$ cat src/rtl/servo_pwm_pkg.sv
// Shared constants and helpers for the multi-channel servo PWM block.
// Build option: define SLEW_LIMIT_EN to limit per-frame position change to MAX_STEP.
package servo_pwm_pkg;

  localparam int DEF_NUM_CH        = 4;
  localparam int DEF_PERIOD_CYCLES = 1_000_000;
  localparam int DEF_MIN_PULSE     = 75_000;
  localparam int DEF_MAX_PULSE     = 130_000;
  localparam int DEF_POS_W         = 8;
  localparam int DEF_POS_MAX       = 100;
  localparam int DEF_HOME_POS      = 50;
  localparam int DEF_MAX_STEP      = 2;

`ifdef SLEW_LIMIT_EN
  localparam bit SLEW_EN = 1'b1;
`else
  localparam bit SLEW_EN = 1'b0;
`endif

  function automatic int clog2(input int n);
    int r = 0;
    while ((1 << r) < n) r++;
    return r;
  endfunction

  // Linear position-to-width map; floor division keeps both end points exact.
  function automatic int unsigned pos_to_width(input int unsigned p, input int unsigned min_p,
                                               input int unsigned max_p, input int unsigned pos_max);
    return min_p + ((max_p - min_p) * p) / pos_max;
  endfunction

  function automatic int unsigned slew_step(input int unsigned cur, input int unsigned snap,
                                            input int unsigned step);
    if (snap > cur) return (snap - cur <= step) ? snap : cur + step;
    return (cur - snap <= step) ? snap : cur - step;
  endfunction

endpackage

$ cat src/rtl/servo_pwm_chan_upd.sv
// Shared per-scan update: next position and width for the scanned channel,
// plus the per-channel shadow width registers written during the scan.
module servo_pwm_chan_upd
  import servo_pwm_pkg::*;
#(
  parameter int NUM_CH    = DEF_NUM_CH,
  parameter int POS_W     = DEF_POS_W,
  parameter int MIN_PULSE = DEF_MIN_PULSE,
  parameter int MAX_PULSE = DEF_MAX_PULSE,
  parameter int POS_MAX   = DEF_POS_MAX,
  parameter int HOME_POS  = DEF_HOME_POS,
  parameter int MAX_STEP  = DEF_MAX_STEP,
  parameter int CH_W      = 1
) (
  input  logic                     clk,
  input  logic                     rst,
  input  logic                     scan_en,
  input  logic [CH_W-1:0]          scan_idx,
  input  logic [POS_W-1:0]         cur_pos,
  input  logic [POS_W-1:0]         snap_pos,
  output logic [POS_W-1:0]         next_pos,
  output logic [NUM_CH-1:0][31:0]  shadow
);

  localparam logic [31:0] HOME_W = pos_to_width(HOME_POS, MIN_PULSE, MAX_PULSE, POS_MAX);

  logic [NUM_CH-1:0][31:0] shadow_q, shadow_d;
  logic [31:0]             width;

  always_comb begin
    next_pos = snap_pos;
    if (SLEW_EN) next_pos = POS_W'(slew_step(32'(cur_pos), 32'(snap_pos), MAX_STEP));
    width    = pos_to_width(32'(next_pos), MIN_PULSE, MAX_PULSE, POS_MAX);
    shadow_d = shadow_q;
    if (scan_en) shadow_d[scan_idx] = width;
  end

  always_ff @(posedge clk) begin
    if (rst) shadow_q <= {NUM_CH{HOME_W}};
    else     shadow_q <= shadow_d;
  end

  assign shadow = shadow_q;

endmodule

$ cat src/rtl/servo_pwm_multi.sv
// NUM_CH servo PWM outputs on one shared frame counter; widths change only at frame wrap.
// Build option: SLEW_LIMIT_EN (see servo_pwm_pkg) enables per-frame slew limiting.
module servo_pwm_multi
  import servo_pwm_pkg::*;
#(
  parameter int NUM_CH        = DEF_NUM_CH,
  parameter int PERIOD_CYCLES = DEF_PERIOD_CYCLES,
  parameter int MIN_PULSE     = DEF_MIN_PULSE,
  parameter int MAX_PULSE     = DEF_MAX_PULSE,
  parameter int POS_W         = DEF_POS_W,
  parameter int POS_MAX       = DEF_POS_MAX,
  parameter int HOME_POS      = DEF_HOME_POS,
  parameter int MAX_STEP      = DEF_MAX_STEP,
  parameter int CH_W          = (NUM_CH > 1) ? clog2(NUM_CH) : 1
) (
  input  logic              clk,
  input  logic              rst,
  input  logic              en,
  input  logic              cmd_valid,
  output logic              cmd_ready,
  input  logic [CH_W-1:0]   cmd_ch,
  input  logic [POS_W-1:0]  cmd_pos,
  input  logic              err_clr,
  output logic [NUM_CH-1:0] pwm_out,
  output logic              frame_tick,
  output logic [NUM_CH-1:0] settled,
  output logic              err
);

  localparam logic [31:0]      LAST_CNT  = 32'(PERIOD_CYCLES - 1);
  localparam logic [POS_W-1:0] POS_CLAMP = POS_W'(POS_MAX);
  localparam logic [POS_W-1:0] POS_HOME  = POS_W'(HOME_POS);
  localparam logic [31:0]      HOME_W    = pos_to_width(HOME_POS, MIN_PULSE, MAX_PULSE, POS_MAX);

  logic [31:0]                   cnt_q, cnt_d;
  logic [NUM_CH-1:0][POS_W-1:0]  tgt_q, tgt_d, snap_q, snap_d, cur_q, cur_d;
  logic [NUM_CH-1:0][31:0]       active_q, active_d, shadow;
  logic [NUM_CH-1:0]             pwm_q, pwm_d, settled_q, settled_d;
  logic                          frame_tick_q, frame_tick_d, err_q, err_d;
  logic                          cmd_ready_q, cmd_ready_d;
  logic                          wrap, scan_en, hs, ch_bad, pos_bad;
  logic [CH_W-1:0]               scan_idx;
  logic [POS_W-1:0]              scan_cur, scan_snap, next_pos;

  always_comb begin
    wrap      = en && (cnt_q == LAST_CNT);
    scan_en   = en && (cnt_q < 32'(NUM_CH));
    scan_idx  = cnt_q[CH_W-1:0];
    scan_cur  = cur_q[scan_idx];
    scan_snap = snap_q[scan_idx];
    hs        = cmd_valid && cmd_ready_q;
    ch_bad    = 32'(cmd_ch) >= 32'(NUM_CH);
    pos_bad   = 32'(cmd_pos) > 32'(POS_MAX);
  end

  servo_pwm_chan_upd #(
    .NUM_CH(NUM_CH), .POS_W(POS_W), .MIN_PULSE(MIN_PULSE), .MAX_PULSE(MAX_PULSE),
    .POS_MAX(POS_MAX), .HOME_POS(HOME_POS), .MAX_STEP(MAX_STEP), .CH_W(CH_W)
  ) u_upd (
    .clk(clk), .rst(rst), .scan_en(scan_en), .scan_idx(scan_idx),
    .cur_pos(scan_cur), .snap_pos(scan_snap), .next_pos(next_pos), .shadow(shadow)
  );

  always_comb begin
    cnt_d = '0;
    if (en && !wrap) cnt_d = cnt_q + 32'd1;
    tgt_d = tgt_q;
    if (hs && !ch_bad) tgt_d[cmd_ch] = pos_bad ? POS_CLAMP : cmd_pos;
    // A new error wins over a simultaneous clear.
    err_d        = (err_q && !err_clr) || (hs && (ch_bad || pos_bad));
    snap_d       = wrap ? tgt_q : snap_q;
    active_d     = wrap ? shadow : active_q;
    cur_d        = cur_q;
    if (scan_en) cur_d[scan_idx] = next_pos;
    frame_tick_d = wrap;
    cmd_ready_d  = 1'b1;
    for (int i = 0; i < NUM_CH; i++) begin
      pwm_d[i]     = en && (cnt_q < active_q[i]);
      settled_d[i] = (cur_q[i] == snap_q[i]);
    end
  end

  always_ff @(posedge clk) begin
    if (rst) begin
      cnt_q        <= '0;
      tgt_q        <= {NUM_CH{POS_HOME}};
      snap_q       <= {NUM_CH{POS_HOME}};
      cur_q        <= {NUM_CH{POS_HOME}};
      active_q     <= {NUM_CH{HOME_W}};
      pwm_q        <= '0;
      settled_q    <= '1;
      frame_tick_q <= 1'b0;
      err_q        <= 1'b0;
      cmd_ready_q  <= 1'b0;
    end else begin
      cnt_q        <= cnt_d;
      tgt_q        <= tgt_d;
      snap_q       <= snap_d;
      cur_q        <= cur_d;
      active_q     <= active_d;
      pwm_q        <= pwm_d;
      settled_q    <= settled_d;
      frame_tick_q <= frame_tick_d;
      err_q        <= err_d;
      cmd_ready_q  <= cmd_ready_d;
    end
  end

  assign pwm_out    = pwm_q;
  assign frame_tick = frame_tick_q;
  assign settled    = settled_q;
  assign err        = err_q;
  assign cmd_ready  = cmd_ready_q;

endmodule

$ cat config.mk
export PLATFORM = sky130hd
export DESIGN_NAME = servo_pwm_multi
export DESIGN_NICKNAME = d
export VERILOG_FILES = /design/src/rtl/servo_pwm_pkg.sv /design/src/rtl/servo_pwm_chan_upd.sv /design/src/rtl/servo_pwm_multi.sv
export SDC_FILE = /design/constraint.sdc
export NUM_CORES = 1
export LEC_CHECK = 0
export BUFFER_PORTS_ARGS = -buffer_cell sky130_fd_sc_hd__clkbuf_2
export CORE_MARGIN = 2
export CORE_UTILIZATION = 55
export CTS_CLUSTER_SIZE = 10
export DETAILED_ROUTE_END_ITERATION = 12
export PLACE_DENSITY = 0.68
export SETUP_SLACK_MARGIN = 0.05
export SLEW_MARGIN = 15
export SYNTH_ARGS = -nofsm -noshare
export SYNTH_HDL_FRONTEND = slang
export SYNTH_SLANG_ARGS = --single-unit
$ cat constraint.sdc
create_clock -name clk -period 46.5 [get_ports clk]
set_clock_uncertainty 0.15 [all_clocks]
set_input_delay 6.975 -clock clk [delete_from_list [all_inputs] [get_ports clk]]
set_output_delay 6.975 -clock clk [all_outputs]
set_load 0.005 [all_outputs]
==> results by group, run 1 <==
Outcome
  – Outcome: complete, no violations

Worst setup path
  – WP buf/inv: 5
  – Worst Path Max Fanout: 27
  – Worst-path cell with the longest stage delay: a311oi_2
  – Crit path depth: 70
  – Slowest stage delay, CP: 0.96 ns
  – Setup crit end kind: flip-flop
  – Req. time, crit path: 46.72 ns
  – Worst path top cell family by delay: compound AO/OA/AOI/OAI gates
  – R2R depth: 70
  – Crit Path Class: reg2reg
  – Reg-to-reg critical path endpoint: u_upd.shadow[0]$_SDFFE_PP0P_
  – Crit. Startpoint: cnt_q[0]$_SDFF_PP0_
  – Most common cell on crit path: o21ai_1
  – Worst R2R Start: cnt_q[0]$_SDFF_PP0_
  – Startpoint Class: flip-flop
  – Worst EP arrival: 27.28 ns
  – Reg2reg setup slack: 19.45 ns
  – CP endpoint: u_upd.shadow[0]$_SDFFE_PP0P_

STA
  – Fmax: 37.0 MHz
  – RSZ-0062 raised after global routing: false
  – # setup viols final: 0
  – Fin crit share: 58.2%
  – Final Hold Vio Count: 0
  – Worst slew margin: 20.6%
  – Final Hold Slack: 0.296 ns
  – Worst-Margin Slew: 1.16 ns
  – Fin crit period: 27.05 ns
  – Setup TNS: 0 ns
  – Final Slew Violations: 0

Synthesis
  – Post-synthesis sequential area ratio: 22.8%
  – Async S/R FF share, synth: 0%
  – Yosys warns: 0
  – Yosys cell types: 133
  – Avg Inst Size Synth: 7.42 µm²
  – Top_reg_cell synth: dfxtp_1
  – Flops & latches, synth: 291
  – Number of flops mapped to enable cells by yosys: 0
  – Syn nets: 3625
  – Synth Instances: 3446
  – Synth Cell Area: 25600 µm²

Finish
  – Most frequent cells in the layout: nand2_1, nor2_1, dfxtp_1
  – Area of the multi-input gates: 18400 µm²
  – FF+latch area: 5830 µm²
  – # fillers: 4311
  – Antenna Cells: 0
  – Fin area: 26900 µm²
  – Commonest non-fill, non-tap cell in the layout: nand2_1
  – Fraction of final layout cells with drive strength greater than 1: 7.32%
  – Final core occ: 58.3%
  – Area Growth Syn to Fin: 5.36%
  – Final-stage net count: 3549

Placed design
  – IO buf count: 25
  – RD Place Congestion: 0.951
  – DP HPWL: 60700 µm
  – Area post-placement: 26000 µm²

Pwr
  – VDD IR max: 34.4 µV
  – Leak pwr: 10.0 nW
  – Power, Total: 504 µW
  – PwrDens: 18.7 nW/µm²

Clocking
  – TritonCTS buffer count: 35
  – Hold buffers post-CTS: 0
  – Clock slew at reported path FFs: 0.05 ns
  – CTS tree: yes
  – Post_cts resized: 0
  – Post-CTS Setup Bufs: 0
  – Htree depth: 2
  – Worst-Skew Late Latency: 0.53 ns
  – Clock root buffer: clkbuf_16
  – Max Buffers Root-to-Sink: 3
  – CTS sink count: 291

Global route
  – Vias in the first global route: 23600
  – GR Overflow Total: 0
  – First-pass GRT wire length: 128000 µm
  – Antenna violations before repair: 0
  – Total global-route track usage: 32.5%
  – Largest net degree at the start of global routing: 113

Drt
  – Remaining DRCs: 0
  – DRT iter0 DRCs: 2275
  – Final wirelength: 81000 µm
  – Via Count: 25700
  – Vias per inst: 6.45
  – WL/cell: 20.4 µm
  – Drt first pass iters: 5
  – Post-route antenna net violation count: 0

Floorplan
  – Die Footprint: 48200 µm²
  – Starting Density: 55.3%
  – I/O pin count: 26
  – Core Box Area: 46300 µm²
  – Die height: 220 µm
  – Die width: 220 µm
  – Row cnt: 79

Run
  – Total of max-cap violations: 0

Hold path
  – Hold Crit Class: reg2reg
## logic make-up (layout without fill, tap and decap cells)
family | Yosys count | after routing | share of synthesized area (%)
flip-flops | 291 | 291 | 22.8
AND/OR/NAND/NOR | 1435 | 1435 | 27.0
AO/OA/AOI/OAI | 971 | 971 | 26.5
adder cells (fa/ha/maj) | 165 | 165 | 8.94
multiplexers | 59 | 59 | 2.84
buffers and inverters | 336 | 263 | 5.25
XOR/XNOR | 189 | 189 | 6.70
## routing by layer
metal  up-vias  routed length [µm]  GRT usage, %
met4         0                2650          11.0
met2       985               37700          54.3
met3       190                4890          3.37
li1      12300                   -             -
met1     12200               35800          43.7
met5         -                   0             0
## metrics by stage
| stage | worst slack [ns] | cells |
|---|---|---|
| 2_1_floorplan | 25.37 | 3446 |
| 3_3_place_gp | 20.80 | 3940 |
| 3_5_place_dp | 19.92 | 3940 |
| 4_1_cts | 19.83 | 3980 |
| 5_1_grt | 17.53 | 3980 |
| 6_report | 19.45 | 3980 |
## cells in the mapped netlist, drive strengths merged, types with 32 or more instances
cell    instances  area share [%]
nand2         542             8.0
nor2          308             4.6
dfxtp         291              23
a21oi         290             5.7
o21ai         168             3.4
inv           164             2.4
xnor2         140             4.9
ha            134             6.6
clkbuf        125             1.8
nand3         112             2.2
nor3           96             2.0
o211ai         91             2.8
a211oi         57             1.9
nor4           53             1.5
nand2b         50             1.3
nand4          48             1.3
xor2           47             1.7
buf            46            0.99
and2           42             1.0
a31oi          39            0.95
mux2i          38             1.5
and3           33            0.81
o21a           32            0.94
## registers in the layout (all words and copies together), names as in the netlist
register	cells
cnt_q	32
active_q	76
cur_q	32
settled	4
frame_tick	1
tgt_q	32
cmd_ready	1
pwm_out	4
snap_q	32
u_upd.shadow	76
err	1
## report_power, final
part           internal, mW  switching [mW]
Sequential            0.251         0.00152
Combinational       0.00370          0.0107
Clock                 0.137          0.0997
Total                 0.392           0.112
## layout make-up
cell class	instances	share of cell area (%)
Clock inverter	4	0.144
Timing Repair Buffer	58	1.39
Tap cell	607	2.82
Multi-Input combinational cell	2819	68.4
Inverter	165	2.30
Clock buffer	36	3.34
Sequential cell	291	21.6
## worst min-delay path by stage
stage	from	end	slack [ns]	cells past startpoint
after CTS	active_q[106]$_SDFFE_PP0P_	active_q[106]$_SDFFE_PP0P_	0.30	2
after floorplan	active_q[0]$_SDFFE_PP0P_	active_q[0]$_SDFFE_PP0P_	0.28	2
after global placement	active_q[32]$_SDFFE_PP0P_	active_q[32]$_SDFFE_PP0P_	0.29	2
final	active_q[32]$_SDFFE_PP0P_	active_q[32]$_SDFFE_PP0P_	0.30	2
after detailed placement	active_q[106]$_SDFFE_PP0P_	active_q[106]$_SDFFE_PP0P_	0.29	2
after global routing	u_upd.shadow[9]$_SDFFE_PP0P_	active_q[9]$_SDFFE_PP0P_	0.31	2
## worst reg2reg max path, delay by kind of cell (launching register included)
| family | cells | cell delay (ns) |
|---|---|---|
| compound gates | 35 | 12.16 |
| xor+xnor | 4 | 1.81 |
| fa+ha+maj | 6 | 2.75 |
| buf+inv | 5 | 0.70 |
| flops | 1 | 0.82 |
| mux | 4 | 2.04 |
| simple gates | 16 | 6.50 |
No activity file was read; power rests on OpenSTA's default activity.
==> inputs of run 2 (changes only) <==
--- a/config.mk
+++ b/config.mk
@@ -10,7 +10,7 @@
 export CORE_UTILIZATION = 55
 export CTS_CLUSTER_SIZE = 10
 export DETAILED_ROUTE_END_ITERATION = 12
-export PLACE_DENSITY = 0.68
+export PLACE_DENSITY = 0.71
 export SETUP_SLACK_MARGIN = 0.05
 export SLEW_MARGIN = 15
 export SYNTH_ARGS = -nofsm -noshare
==> constraint.sdc (replaced) <==
create_clock -name clk -period 23.9 [get_ports clk]
set_clock_uncertainty 0.15 [all_clocks]
set_input_delay 3.585 -clock clk [delete_from_list [all_inputs] [get_ports clk]]
set_output_delay 3.585 -clock clk [all_outputs]
set_load 0.005 [all_outputs]
==> run 2 against run 1 <==
Net effect:
- hold slack about the same
- fmax rose by 19%
- register-to-register slack lost 18 ns
- final cell count up 2.6%
- first-iteration DRC count increased by 11%
- sequential power grew 94%
- largest cell class unchanged
- utilization increased by 2.3 points
==> results by group, run 2 (same netlist as run 1, synthesis figures left out) <==
Outcome
  – Outcome: complete, no violations (unchanged)

Clocking
  – Htree depth: 2 (unchanged)
  – Clock root buffer: clkbuf_16 (unchanged)
  – CTS sink count: 291 (unchanged)
  – CTS tree: yes (unchanged)
  – Hold buffers post-CTS: 0 (unchanged)
  – Worst-Skew Late Latency: 0.53 ns (about the same)
  – Clock slew at reported path FFs: 0.05 ns (about the same)
  – Max Buffers Root-to-Sink: 3 (unchanged)
  – TritonCTS buffer count: 35 (unchanged)

Finish
  – Most frequent cells in the layout: nand2_1, nor2_1, dfxtp_1 (unchanged)
  – Area Growth Syn to Fin: 9.59% (was 5.36%)
  – Fin cells: 4085 (was 3980)
  – Final-stage net count: 3653 (was 3549)
  – # fillers: 4243 (was 4311)
  – Commonest non-fill, non-tap cell in the layout: nand2_1 (unchanged)
  – Fraction of final layout cells with drive strength greater than 1: 11.2% (was 7.32%)

Floorplan
  – Die width: 220 µm (unchanged)
  – Row cnt: 79 (unchanged)
  – Starting Density: 55.3% (unchanged)
  – I/O pin count: 26 (unchanged)
  – Core Box Area: 46300 µm² (unchanged)
  – Die Footprint: 48200 µm² (unchanged)
  – Die height: 220 µm (unchanged)

Hold path
  – Hold depth: 2 (unchanged)
  – Hold Crit Class: reg2reg (unchanged)

Worst setup path
  – Crit Path Class: reg2reg (unchanged)
  – Req. time, crit path: 24.13 ns (was 46.72 ns)
  – Most common cell on crit path: or3_1 (was o21ai_1)
  – Crit. Startpoint: cnt_q[0]$_SDFF_PP0_ (unchanged)
  – Slowest stage delay, CP: 0.69 ns (was 0.96 ns)
  – R2R depth: 70 (unchanged)
  – Worst R2R Start: cnt_q[0]$_SDFF_PP0_ (unchanged)
  – Setup crit end kind: flip-flop (unchanged)
  – Worst EP arrival: 22.98 ns (was 27.28 ns)
  – Worst Path Max Fanout: 13 (was 27)
  – Startpoint Class: flip-flop (unchanged)
  – Worst-path cell with the longest stage delay: mux4_2 (was a311oi_2)
  – Reg-to-reg critical path endpoint: u_upd.shadow[96]$_SDFFE_PP0P_ (was u_upd.shadow[0]$_SDFFE_PP0P_)
  – CP endpoint: u_upd.shadow[96]$_SDFFE_PP0P_ (was u_upd.shadow[0]$_SDFFE_PP0P_)
  – Reg2reg setup slack: 1.15 ns (was 19.45 ns)

Placed design
  – RD Place Congestion: 0.975 (was 0.951)
  – IO buf count: 25 (unchanged)
  – Placed Cells: 4029 (was 3940)
  – Pre-CTS setup slack: -0.0861 ns (was 19.92 ns)
  – DP HPWL: 62100 µm (was 60700 µm)

Pwr
  – Pint: 767 µW (was 392 µW)
  – Gate power share: 2.9% (about the same)
  – Clock power frac: 47.0% (about the same)
  – Leak pwr: 10.6 nW (was 10.0 nW)
  – Share of power burned in registers: 50.1% (was 50.2%)
  – VDD IR max: 94.8 µV (was 34.4 µV)
  – PwrDens: 35.0 nW/µm² (was 18.7 nW/µm²)
  – Sw Ratio: 21.9% (was 22.2%)
  – Net load switching power: 215 µW (was 112 µW)

Drt
  – WL/cell: 20.2 µm (was 20.4 µm)
  – Via Count: 26400 (was 25700)
  – Drt first pass iters: 6 (was 5)
  – DRT iter0 DRCs: 2529 (was 2275)
  – Final wirelength: 82700 µm (was 81000 µm)
  – Remaining DRCs: 0 (unchanged)
  – Post-route antenna net violation count: 0 (unchanged)
  – Vias per inst: 6.46 (was 6.45)

Global route
  – Met1 capacity usage during global routing: 43.8% (was 43.7%)
  – Antenna violations before repair: 1 (was 0)
  – GR Overflow Total: 0 (unchanged)
  – First-pass GRT wire length: 130000 µm (was 128000 µm)
  – Total global-route track usage: 33.2% (was 32.5%)
  – Met2 Usage GRT: 56.6% (was 54.3%)
  – Busiest metal layer after global routing: met2 (unchanged)
  – Largest net degree at the start of global routing: 110 (was 113)
  – Met3 Track Usage GR: 3.17% (was 3.37%)
  – Vias in the first global route: 24300 (was 23600)

STA
  – Worst slew margin: 18.5% (was 20.6%)
  – Fin crit period: 22.75 ns (was 27.05 ns)
  – # setup viols final: 0 (unchanged)
  – Final Hold Slack: 0.296 ns (about the same)
  – Fmax: 44.0 MHz (was 37.0 MHz)
  – Fin crit share: 95.2% (was 58.2%)
  – Final Hold Vio Count: 0 (unchanged)
  – Worst-Margin Slew: 1.22 ns (was 1.16 ns)
  – RSZ-0062 raised after global routing: false (unchanged)
  – Final worst setup slack: 1.15 ns (was 19.45 ns)
  – Final Slew Violations: 0 (unchanged)

Run
  – Total of max-cap violations: 0 (unchanged)
[run 2: power groups by stage]
| stage | logic [mW] | registers, mW | clock network [mW] |
|---|---|---|---|
| floorplan | 0.0185 | 0.501 | 0 |
| global placement | 0.0276 | 0.502 | 0 |
| detailed placement | 0.0279 | 0.502 | 0 |
| CTS | 0.0279 | 0.492 | 0.466 |
| global route | 0.0307 | 0.492 | 0.484 |
| finish | 0.0282 | 0.492 | 0.462 |
[run 2: routing by layer]
metal,vias up,share of wire [%]
met2,1054,48
met1,12600,43
met4,0,3.0
li1,12500,-
met5,-,0
met3,176,6.1
[run 2: layout make-up]
class / instances / area, µm² / area share, %
Multi-Input combinational cell: 2819 / 18700 / 66.8
Clock buffer: 37 / 915 / 3.26
Clock inverter: 3 / 33.8 / 0.121
Inverter: 165 / 619 / 2.21
Timing Repair Buffer: 162 / 1160 / 4.12
Sequential cell: 291 / 5830 / 20.8
Tap cell: 607 / 759 / 2.71
Antenna cell: 1 / 2.50 / 0.00893
[run 2: timing repair]
action,4_1_cts,5_1_grt
buffers inserted,0,15
pin swaps,0,6
gates resized for setup,4,49
cloned,0,0
endpoints found under the setup margin,4,68
[run 2: stage by stage]
| stage | cell area [µm²] | utilization [%] | setup TNS, ns | total power, mW |
|---|---|---|---|---|
| 6_report | 28000 | 60.6 | 0 | 0.982 |
| 5_1_grt | 28000 | 60.6 | 0 | 1.01 |
| 4_1_cts | 27700 | 59.8 | 0 | 0.986 |
| 3_5_place_dp | 26700 | 57.7 | -0.318 | 0.530 |
| 3_3_place_gp | 26700 | 57.7 | 0 | 0.530 |
| 2_1_floorplan | 25600 | - | 0 | 0.520 |
[run 2: worst min-delay path by stage]
stage / slack [ns] / end / from
6_report: 0.30 / active_q[107]$_SDFFE_PP0P_ / u_upd.shadow[107]$_SDFFE_PP0P_
5_1_grt: 0.31 / active_q[39]$_SDFFE_PP0P_ / u_upd.shadow[39]$_SDFFE_PP0P_
4_1_cts: 0.30 / active_q[107]$_SDFFE_PP0P_ / u_upd.shadow[107]$_SDFFE_PP0P_
3_5_place_dp: 0.29 / active_q[64]$_SDFFE_PP0P_ / u_upd.shadow[64]$_SDFFE_PP0P_
3_3_place_gp: 0.29 / active_q[35]$_SDFFE_PP0P_ / active_q[35]$_SDFFE_PP0P_
2_1_floorplan: 0.28 / active_q[0]$_SDFFE_PP0P_ / active_q[0]$_SDFFE_PP0P_
[run 2: worst max-delay path: cells and delay by family (launching register included)]
kind | cells | cell delay [ns]
xor gates and xnor gates | 2 | 0.75
and+or+nand+nor | 22 | 7.59
adders and majority gates | 6 | 2.70
buffers and inverters | 5 | 0.65
AOI/OAI and AO/OA | 31 | 8.84
DFF | 1 | 0.52
muxes | 4 | 1.39
